$ cat config.mk
export PLATFORM = sky130hd
export DESIGN_NAME = mod_updown_counter
export DESIGN_NICKNAME = d
export VERILOG_FILES = /design/src/rtl/counter_pkg.sv /design/src/rtl/inc_edge_detect.sv /design/src/rtl/mod_updown_counter.sv
export SDC_FILE = /design/constraint.sdc
export NUM_CORES = 1
export LEC_CHECK = 0
export ABC_AREA = 1
export BUFFER_PORTS_ARGS = -buffer_cell sky130_fd_sc_hd__buf_2
export CORE_AREA = 2 2 39 41
export CTS_CLUSTER_DIAMETER = 200
export CTS_CLUSTER_SIZE = 40
export DETAILED_ROUTE_END_ITERATION = 16
export DIE_AREA = 0 0 41 43
export PLACE_DENSITY_LB_ADDON = 0.15
export SYNTH_ARGS = -nofsm -noshare
export SYNTH_HDL_FRONTEND = slang
export SYNTH_SLANG_ARGS = --single-unit
$ cat constraint.sdc
create_clock -name clk -period 2.1 [get_ports clk]
set_clock_uncertainty 0.05 [all_clocks]
set_input_delay 0.21 -clock clk [delete_from_list [all_inputs] [get_ports clk]]
set_output_delay 0.21 -clock clk [all_outputs]
set_load 0.01 [all_outputs]
$ cat src/rtl/counter_pkg.sv
// Shared definitions for the modulo-N up/down counter family.
// Holds the direction encodings and the elaboration-time legality check
// that every counter instance runs against its parameter set.
package counter_pkg;

    localparam logic DIR_UP   = 1'b0;
    localparam logic DIR_DOWN = 1'b1;

    // True when the parameter set describes a buildable counter:
    // 2 <= modulo <= 2**width, 0 <= reset_val < modulo, saturate is 0 or 1.
    function automatic bit params_legal(
        input int width,
        input int modulo,
        input int reset_val,
        input int saturate
    );
        longint unsigned span;
        if (width < 1 || width > 31) return 1'b0;
        span = 64'd1 << width;
        if (modulo < 2) return 1'b0;
        if (longint'(modulo) > longint'(span)) return 1'b0;
        if (reset_val < 0 || reset_val >= modulo) return 1'b0;
        if (saturate != 0 && saturate != 1) return 1'b0;
        return 1'b1;
    endfunction

endpackage

$ cat src/rtl/inc_edge_detect.sv
// Rising-edge detector for the counter step request.
// The history register clears on reset, so an input already high when
// reset releases counts as a fresh edge on the first free cycle.
module inc_edge_detect (
    input  logic clk,
    input  logic reset,
    input  logic in,
    output logic pulse
);

    logic r_prev_reg;

    // Remember the previous sample of the input.
    always_ff @(posedge clk) begin
        if (reset) begin
            r_prev_reg <= 1'b0;
        end else begin
            r_prev_reg <= in;
        end
    end

    assign pulse = in & ~r_prev_reg;

endmodule

$ cat src/rtl/mod_updown_counter.sv
// Modulo-N up/down counter with parallel load, optional saturation and a
// registered one-cycle carry/borrow pulse for cascading stages.
// Build option: define CNT_EDGE_INC_EN to make Inc rising-edge sensitive
// (one step per 0->1 transition); otherwise Inc steps once per cycle high.
module mod_updown_counter
    import counter_pkg::*;
#(
    parameter int WIDTH     = 6,
    parameter int MODULO    = 60,
    parameter int RESET_VAL = 0,
    parameter int SATURATE  = 0
) (
    input  logic             clk,
    input  logic             reset,
    input  logic             UpDown,
    input  logic             Inc,
    input  logic             load,
    input  logic [WIDTH-1:0] load_val,
    output logic [WIDTH-1:0] count,
    output logic             tc,
    output logic             carry
);

    // Top of range computed once; MODULO = 2**WIDTH gives all ones.
    localparam logic [WIDTH-1:0] MAX_VAL = WIDTH'(MODULO - 1);
    localparam logic [WIDTH-1:0] RST_VAL = WIDTH'(RESET_VAL);
    localparam bit               SAT_EN  = (SATURATE != 0);

    generate
        if (!params_legal(WIDTH, MODULO, RESET_VAL, SATURATE)) begin : g_bad_params
            $error("mod_updown_counter: illegal parameters WIDTH=%0d MODULO=%0d RESET_VAL=%0d SATURATE=%0d",
                   WIDTH, MODULO, RESET_VAL, SATURATE);
        end
    endgenerate

    logic [WIDTH-1:0] r_count_reg;
    logic             r_carry_reg;
    logic [WIDTH-1:0] w_count_next;
    logic             w_carry_next;
    logic             w_step;

`ifdef CNT_EDGE_INC_EN
    // An edge arriving together with load is swallowed: the history still
    // updates, but load wins the priority below.
    inc_edge_detect u_inc_edge (
        .clk   (clk),
        .reset (reset),
        .in    (Inc),
        .pulse (w_step)
    );
`else
    assign w_step = Inc;
`endif

    // Next-state selection: load beats step beats hold; reset is applied in
    // the register so a wrap during reset never leaks a carry.
    always_comb begin
        w_count_next = r_count_reg;
        w_carry_next = 1'b0;
        if (load) begin
            w_count_next = (load_val <= MAX_VAL) ? load_val : MAX_VAL;
        end else if (w_step) begin
            if (UpDown == DIR_UP) begin
                if (r_count_reg == MAX_VAL) begin
                    if (!SAT_EN) begin
                        w_count_next = '0;
                        w_carry_next = 1'b1;
                    end
                end else begin
                    w_count_next = r_count_reg + WIDTH'(1);
                end
            end else begin
                if (r_count_reg == '0) begin
                    if (!SAT_EN) begin
                        w_count_next = MAX_VAL;
                        w_carry_next = 1'b1;
                    end
                end else begin
                    w_count_next = r_count_reg - WIDTH'(1);
                end
            end
        end
    end

    // Count and carry registers with synchronous reset.
    always_ff @(posedge clk) begin
        if (reset) begin
            r_count_reg <= RST_VAL;
            r_carry_reg <= 1'b0;
        end else begin
            r_count_reg <= w_count_next;
            r_carry_reg <= w_carry_next;
        end
    end

    assign count = r_count_reg;
    assign carry = r_carry_reg;
    assign tc    = ((UpDown == DIR_UP)   && (r_count_reg == MAX_VAL)) ||
                   ((UpDown == DIR_DOWN) && (r_count_reg == '0));

endmodule
# After elaboration in Yosys (flattened, before gate mapping)

Index checks and enable logic that the tools add are counted.
W data, S select, Z words.

Register bits: 7
Input bits: 11
Output and inout bits: 8
Logic and storage cells: 23

Add/sub/neg operators: 2
$lt $le $gt $ge: 1
Equality and inequality tests: 1
Multiplexer cells: 9
Bitwise gates (word level): 2
Reductions and logical operators: 6

Operator list:

| kind                  | number |
|---|---|
| $mux W6               | 6 |
| $add A6 B1 Y6 const B | 1 |
| $eq A6 B6 Y1 const B  | 1 |
| $le A6 B6 Y1 const B  | 1 |
| $logic_not A6 Y1      | 1 |
| $sub A6 B1 Y6 const B | 1 |
| $mux W1               | 3 |
| $reduce_or A3 Y1      | 1 |
| $logic_and A1 B1 Y1   | 2 |
| $not A1 Y1            | 2 |
| $reduce_bool A2 Y1    | 1 |
| $logic_or A1 B1 Y1    | 1 |

# Longest topological paths before layout

Gate-level depths: netlist of the first run.

Depth after elaboration: 5
Depth in mapped cells: 10
Gate-level depth less buffers: 10

# Least setup slack after synthesis of the first run

Ideal clock, no wire load.

Path type: reg-to-reg
Start: register r_count_reg[0] (netlist: count[0])
End: register r_count_reg[3] (netlist: count[3])
Setup time: 0.131 ns
Arrival time: 1.199 ns
Data required time: 1.919 ns
Path slack: 0.720 ns
Stages on the path, launching flop included: 7
Buffers on the path: 0
Path through: dfxtp_1 > inv_1 > ha_1 > nand4_1 > nor2_1 > nor3_1 > a31oi_1

Longest elaborated chain between the ends: 5
Elaborated cells between the ends (all ways): 9
Classes of those cells: add/sub (2); eq/ne (1); mux (5); reduce/logical (1)

RTL lines:

| element                                     | line                                               | text |
|---|---|---|
| from (decl)                                 | mod_updown_counter.sv:36                           | `logic [WIDTH-1:0] r_count_reg;` |
| from (signal assigned)                      | mod_updown_counter.sv:91                           | `r_count_reg <= w_count_next;` |
| $add A6 B1 Y6, or another cell as far along | mod_updown_counter.sv:70                           | `w_count_next = r_count_reg + WIDTH'(1);` |
| $mux W6, on equally long branches           | mod_updown_counter.sv:64, mod_updown_counter.sv:73 |  |
| $mux W6 (*)                                 | mod_updown_counter.sv:63                           | `if (UpDown == DIR_UP) begin` |
| $mux W6 (*)                                 | mod_updown_counter.sv:62                           | `end else if (w_step) begin` |
| $mux W6 (*)                                 | mod_updown_counter.sv:60                           | `if (load) begin` |

Mark *: on every way between the ends. The rest lies on a longest branch, timed or not. The select of a mux whose other input is x is not followed.
A chain may end at the register's enable or synchronous reset.

# Final worst setup path of the first run

Start: register r_count_reg[1] (netlist: count[1])
End: output port tc

Longest elaborated chain between the ends: 3
Elaborated cells between the ends (all ways): 5
Classes of those cells: eq/ne (1); reduce/logical (4)

RTL lines:

| element                                                 | line                                               | text |
|---|---|---|
| $eq A6 B6 Y1 / $logic_not A6 Y1 (equally long branches) | mod_updown_counter.sv:98, mod_updown_counter.sv:99 |  |
| $logic_and A1 B1 Y1, on equally long branches           | mod_updown_counter.sv:98, mod_updown_counter.sv:99 |  |
| $logic_or A1 B1 Y1 (*)                                  | mod_updown_counter.sv:98                           | `assign tc = ((UpDown == DIR_UP) && (r_count_reg == MAX_VAL)) \|\|` |
| to (decl)                                               | mod_updown_counter.sv:20                           | `output logic tc,` |

Mark *: on every way between the ends. The rest lies on a longest branch, timed or not.

==> flow_metrics.py, run 1 <==
metrics = {
    "grt": {
        "grt_pass1_vias": 610,
        "track_usage_pct": 21.5,
        "antenna_found_initial": 0,
        "overflow": 0,
        "grt_pass1_wl_um": 2540,
        "grt_max_degree": 10,
    },
    "setup_path": {
        "cp-start-kind": "flip-flop",
        "cp_max_fo": 7,
        "crit_chain": "ha_1 > nand3_2 > nor2_2 > nand2_1 > o21ai_2 > buf_2",
        "cpLargestDelayFamily": "flip-flops",
        "slowest_stage": "dfxtp_1",
        "arrival_ps": 1520,
        "max_stage_delay_ps": 450,
        "required_ps": 1840,
        "crit_path_end_kind": "output port",
        "criticalPathCategory": "reg -> out",
        "cp_num_buf_inv": 1,
    },
    "cts": {
        "cts_made_buffers": 3,
        "ctsResizeCount": 0,
        "cts_htree_levels": 1,
        "clock_latency_ps": 250,
        "cts_setup_buffers": 0,
        "clk_pin_slew_ps": 50,
        "cts_root_buf": "clkbuf_4",
        "cts.path.max_buffers": 2,
        "cts_sinks": 7,
        "cts_tree": "yes",
        "cts_hold_buf": 0,
    },
    "sta": {
        "relSlewSlack_pct": 74.9,
        "rsz0062_at_grt": "false",
        "finalSetupTns_ps": 0,
        "max_freq_ghz": 0.563,
        "post-route-min-period_ps": 1780,
        "hold_violations": 0,
        "setup_violations": 0,
        "fin_crit_sh_pct": 84.6,
        "tightest_slew_ps": 376,
        "drv_slew": 0,
    },
    "layout": {
        "antenna_cells": 0,
        "fin_nets": 132,
        "syn_to_final_growth_pct": 18.7,
        "drive_gt1_share_pct": 26.5,
        "stdcell_area_um2": 748,
        "final_cell_count_no_fill": 133,
        "num-fill-cells": 142,
    },
    "floorplanning": {
        "die_y_um": 43,
        "core_um2": 1380,
        "io_pins": 19,
        "start_util_pct": 45.6,
        "die-area_um2": 1760,
        "fp-row-count": 14,
        "die_x_um": 41,
    },
    "logic_synthesis": {
        "synth_area_leaders": "dfxtp_1 22%, nand2_1 14%, xor2_1 8.3%, nand3_1 7.1%, inv_1 7.1%",
        "ys_seq_area_share_pct": 22.2,
        "syn_avg_cell_area_um2": 6.50,
        "synth_area_um2": 631,
        "synthCells": 97,
        "ys_ff_latch": 7,
        "synthesis.nets": 111,
        "yosysWarnings": 0,
        "synth_area_leader_cell": "dfxtp_1",
        "synth_top_area_share_pct": 22.2,
        "synth_cell_types": 24,
    },
    "routing": {
        "drt-initial-drc-count": 13,
        "vias": 702,
        "routed_wl_um": 1510,
        "drt.antenna.violating_nets": 0,
        "drc": 0,
        "routed_via_density": 5.28,
        "firstDrtPassIters": 4,
        "avgRoutedWirePerCell_um": 11.3,
    },
    "place": {
        "dp_cells": 129,
        "hpwl_um": 1250,
        "port_buffers": 18,
        "place_area_um2": 722,
        "gp_congestion": 0.874,
    },
    "worst_hold_path": {
        "hold_path_class": "in -> reg",
    },
    "run_status": {
        "status": "complete, no violations",
    },
    "pwr": {
        "p_leak_nw": 0.385,
        "peakVddDrop_mv": 0.269,
        "powerDensity_nw_per_um2": 574,
    },
    "run": {
        "max_cap_violations": 0,
    },
}
==> synthesized netlist by cell type <==
cell type / number
o211ai_1: 1
a21oi_1: 6
a21oi_2: 1
nand4_1: 2
and3_1: 1
buf_6: 1
nor3_1: 2
buf_4: 1
nor2_2: 4
xor2_1: 6
nor2_1: 6
nand3_1: 9
nand2_2: 2
o21ai_0: 2
dfxtp_1: 7
o21bai_1: 1
inv_1: 12
a31oi_1: 2
inv_2: 1
nand2_1: 23
o21ai_2: 1
ha_1: 3
nand3_2: 1
o221ai_1: 2
==> layout by cell type (no fill, tap or decap), types with 2 or more instances in the layout <==
cell,netlist,layout
o21ai_0,2,2
o221ai_1,2,2
ha_1,3,3
nand2_1,23,23
nor2_1,6,6
nor2_2,4,4
dfxtp_1,7,7
nand2_2,2,2
nand3_1,9,9
clkbuf_4,0,3
xor2_1,6,6
a31oi_1,2,2
a21oi_1,6,6
buf_2,0,18
nand4_1,2,2
inv_1,12,12
nor3_1,2,2
==> power by group <==
part | switching (mW) | internal, mW
combinational | 0.0825 | 0.0597
clock | 0.0485 | 0.0724
sequential | 0.0222 | 0.144
total | 0.153 | 0.276
==> layout make-up <==
type | instances | area [µm²] | share of cell area [%]
clock buffer | 4 | 26.3 | 3.51
inverter | 13 | 48.8 | 6.52
multi-input combinational | 75 | 423 | 56.5
sequential | 7 | 140 | 18.7
tap | 16 | 20.0 | 2.68
timing repair buffer | 18 | 90.1 | 12.0
==> state kept, by name, indices dropped and copies added (netlist names) <==
register  count
count         6
carry         1
==> per-stage QoR <==
step / total power [mW] / setup WS [ps] / hold WS [ps] / util [%]
after floorplan: 0.270 / 720 / 222 / -
after global placement: 0.311 / 603 / 370 / 52.2
after detailed placement: 0.310 / 597 / 373 / 52.2
after CTS: 0.436 / 321 / 104 / 54.1
after global routing: 0.468 / 191 / 101 / 54.1
final: 0.430 / 324 / 110 / 54.1
==> layer usage <==
| metal | GRT usage (%) | share of wire (%) | routed length [µm] |
|---|---|---|---|
| met1 | 29.4 | 44 | 656 |
| met2 | 30.3 | 47 | 704 |
| met3 | 3.14 | 6.8 | 102 |
| met4 | 13.3 | 2.7 | 41 |
| met5 | 0 | 0 | 0 |
==> final timing paths <==
check                        start                     to  slack, ps  depth (start not counted)
min                          reset  count[5]$_SDFFE_PP0P_        110                          2
max          count[1]$_SDFFE_PP0P_                     tc        320                          6
min reg2reg  count[5]$_SDFFE_PP0P_  count[5]$_SDFFE_PP0P_        520                          2
max reg2reg  count[1]$_SDFFE_PP0P_  count[3]$_SDFFE_PP0P_        620                          6
==> cell families (layout without fill, tap and decap cells) <==
group | Yosys count | after routing | share of synthesized area, %
DFF | 7 | 7 | 22.2
xor gates and xnor gates | 6 | 6 | 8.33
buffers and inverters | 15 | 35 | 10.7
adders and majority gates | 3 | 3 | 5.95
AOI/OAI and AO/OA | 16 | 16 | 16.3
and+or+nand+nor | 50 | 50 | 36.5
(Power assumes the default switching activity.)
==> run 2, diff against run 1 <==
Clock period 2.1 ns to 1.75 ns, I/O delays scaled along.
==> run 2 against run 1 <==
  * Clock power rose by 22%
  * Routed wire length rose by 3.3%
  * Global-route usage up 0.10 points
  * Combinational power increased by 22%
  * Final area grew 0.50%
  * Die area unchanged
  * Non-clock buffer count stayed put
  * Worst hold slack worse by 35 ps
  * Register-to-register slack lost 290 ps
  * Critical path type unchanged
  * Critical endpoint unchanged
  * Largest cell class unchanged
  * Highest routed layer unchanged
==> flow_metrics.py, run 2 (same netlist as run 1, synthesis figures left out) <==
metrics = {
    "run_status": {
        "status": "complete, no violations",
    },
    "pwr": {
        "combPwrFrac_pct": 33.1,
        "switching_share_pct": 36.3,
        "pwr-share-clk_pct": 28.3,
        "p_seq_share_pct": 38.5,
        "peakVddDrop_mv": 0.259,
        "power.internal_uw": 332,
        "power_uw": 522,
        "powerDensity_nw_per_um2": 694,
        "p_leak_nw": 0.382,
        "power_switching_uw": 190,
    },
    "grt": {
        "met1_usage_pct": 29.8,
        "grt_use_met2_pct": 31.6,
        "grt_pass1_vias": 640,
        "antenna_found_initial": 0,
        "grt_busiest_layer": "met2",
        "gr-usage-met3_pct": 3.66,
        "overflow": 0,
        "grt_max_degree": 10,
        "grt_pass1_wl_um": 2620,
        "track_usage_pct": 21.6,
    },
    "setup_path": {
        "cp_max_fo": 5,
        "crit_chain": "ha_2 > nand3_2 > nor2_2 > nand2_1 > o21ai_2 > buf_2",
        "criticalPathCategory": "reg -> out",
        "max_stage_delay_ps": 410,
        "cp-start-kind": "flip-flop",
        "required_ps": 1520,
        "crit_path_end_kind": "output port",
        "r2r_slack_ps": 330,
        "arrival_ps": 1430,
        "slowest_stage": "dfxtp_1",
    },
    "routing": {
        "drc": 0,
        "vias": 685,
        "avgRoutedWirePerCell_um": 11.7,
        "routed_via_density": 5.15,
        "routed_wl_um": 1550,
        "drt.antenna.violating_nets": 0,
        "firstDrtPassIters": 4,
        "drt-initial-drc-count": 18,
    },
    "layout": {
        "antenna_cells": 0,
        "largest_reg_flops": 6,
        "final_cell_count_no_fill": 133,
        "fin_util_pct": 54.3,
        "stdcell_area_um2": 752,
        "mostFrequentLayoutCells": "23 x nand2_1, 18 x buf_2, 11 x inv_1",
        "layout.cells.most_common": "nand2_1",
        "syn_to_final_growth_pct": 19.2,
        "drive_gt1_share_pct": 29.1,
        "fin_nets": 132,
    },
    "place": {
        "port_buffers": 18,
        "dp_cells": 129,
        "place_area_um2": 722,
        "hpwl_um": 1240,
        "gp_congestion": 0.839,
        "dp_worst_setup_slack_ps": 281,
    },
    "floorplanning": {
        "die_y_um": 43,
        "fp-row-count": 14,
        "die-area_um2": 1760,
        "io_pins": 19,
        "core_um2": 1380,
        "start_util_pct": 45.6,
        "die_x_um": 41,
    },
    "sta": {
        "hold_slack_ps": 74.8,
        "tightest_slew_ps": 381,
        "post-route-min-period_ps": 1660,
        "rsz0062_at_grt": "false",
        "setup_violations": 0,
        "finalSetupTns_ps": 0,
        "worst_slack_ps": 94.9,
        "max_freq_ghz": 0.604,
        "relSlewSlack_pct": 74.5,
        "drv_slew": 0,
        "fin_crit_sh_pct": 94.6,
        "hold_violations": 0,
    },
    "cts": {
        "cts_htree_levels": 1,
        "cts.path.max_buffers": 2,
        "cts_hold_buf": 0,
        "cts_root_buf": "clkbuf_4",
        "clk_pin_slew_ps": 50,
        "clock_latency_ps": 260,
        "cts_made_buffers": 3,
        "cts_tree": "yes",
        "cts_sinks": 7,
    },
    "run": {
        "max_cap_violations": 0,
    },
    "worst_hold_path": {
        "hold_path_class": "in -> reg",
    },
}
-- run 2: cell counts in the layout (fill, tap and decap cells not counted) --
No cell type changed its count.
-- run 2: area by class of cell --
type,count,area [µm²]
fill,144,632
multi-input combinational,75,425
sequential,7,141
timing repair buffer,18,90.1
inverter,13,48.8
clock buffer,4,26.3
tap,16,20.0
-- run 2: what timing repair did --
action	CTS	global route
resized for setup	0	3
endpoints found under the setup margin	0	1
buffers inserted	0	0
-- run 2: power by group through the flow --
stage | sequential (mW) | clock [mW] | combinational [mW]
6_report | 0.201 | 0.148 | 0.173
5_1_grt | 0.204 | 0.158 | 0.198
4_1_cts | 0.200 | 0.150 | 0.172
3_5_place_dp | 0.204 | 0 | 0.171
3_3_place_gp | 0.203 | 0 | 0.171
2_1_floorplan | 0.200 | 0 | 0.124
-- run 2: worst max-delay path: cells and delay by family, from the launching register on --
family,cells,cell delay (ps)
AO/OA/AOI/OAI,1,70
adder cells (fa/ha/maj),1,250
AND/OR/NAND/NOR,3,290
buffers and inverters,1,150
flip-flops,1,410
-- run 2: final timing paths --
check,to,from,cells past startpoint
worst min register to register,count[5]$_SDFFE_PP0P_,count[5]$_SDFFE_PP0P_,2
worst max-delay path,tc,count[0]$_SDFFE_PP0P_,6
worst min-delay path,count[5]$_SDFFE_PP0P_,reset,2
worst max register to register,count[3]$_SDFFE_PP0P_,count[0]$_SDFFE_PP0P_,6
-- run 2: routing by layer --
| metal | up-vias | share of wire, % |
|---|---|---|
| met5 | - | 0 |
| met4 | 0 | 2.1 |
| met3 | 6 | 7.1 |
| met2 | 27 | 43 |
| met1 | 291 | 47 |
| li1 | 361 | - |
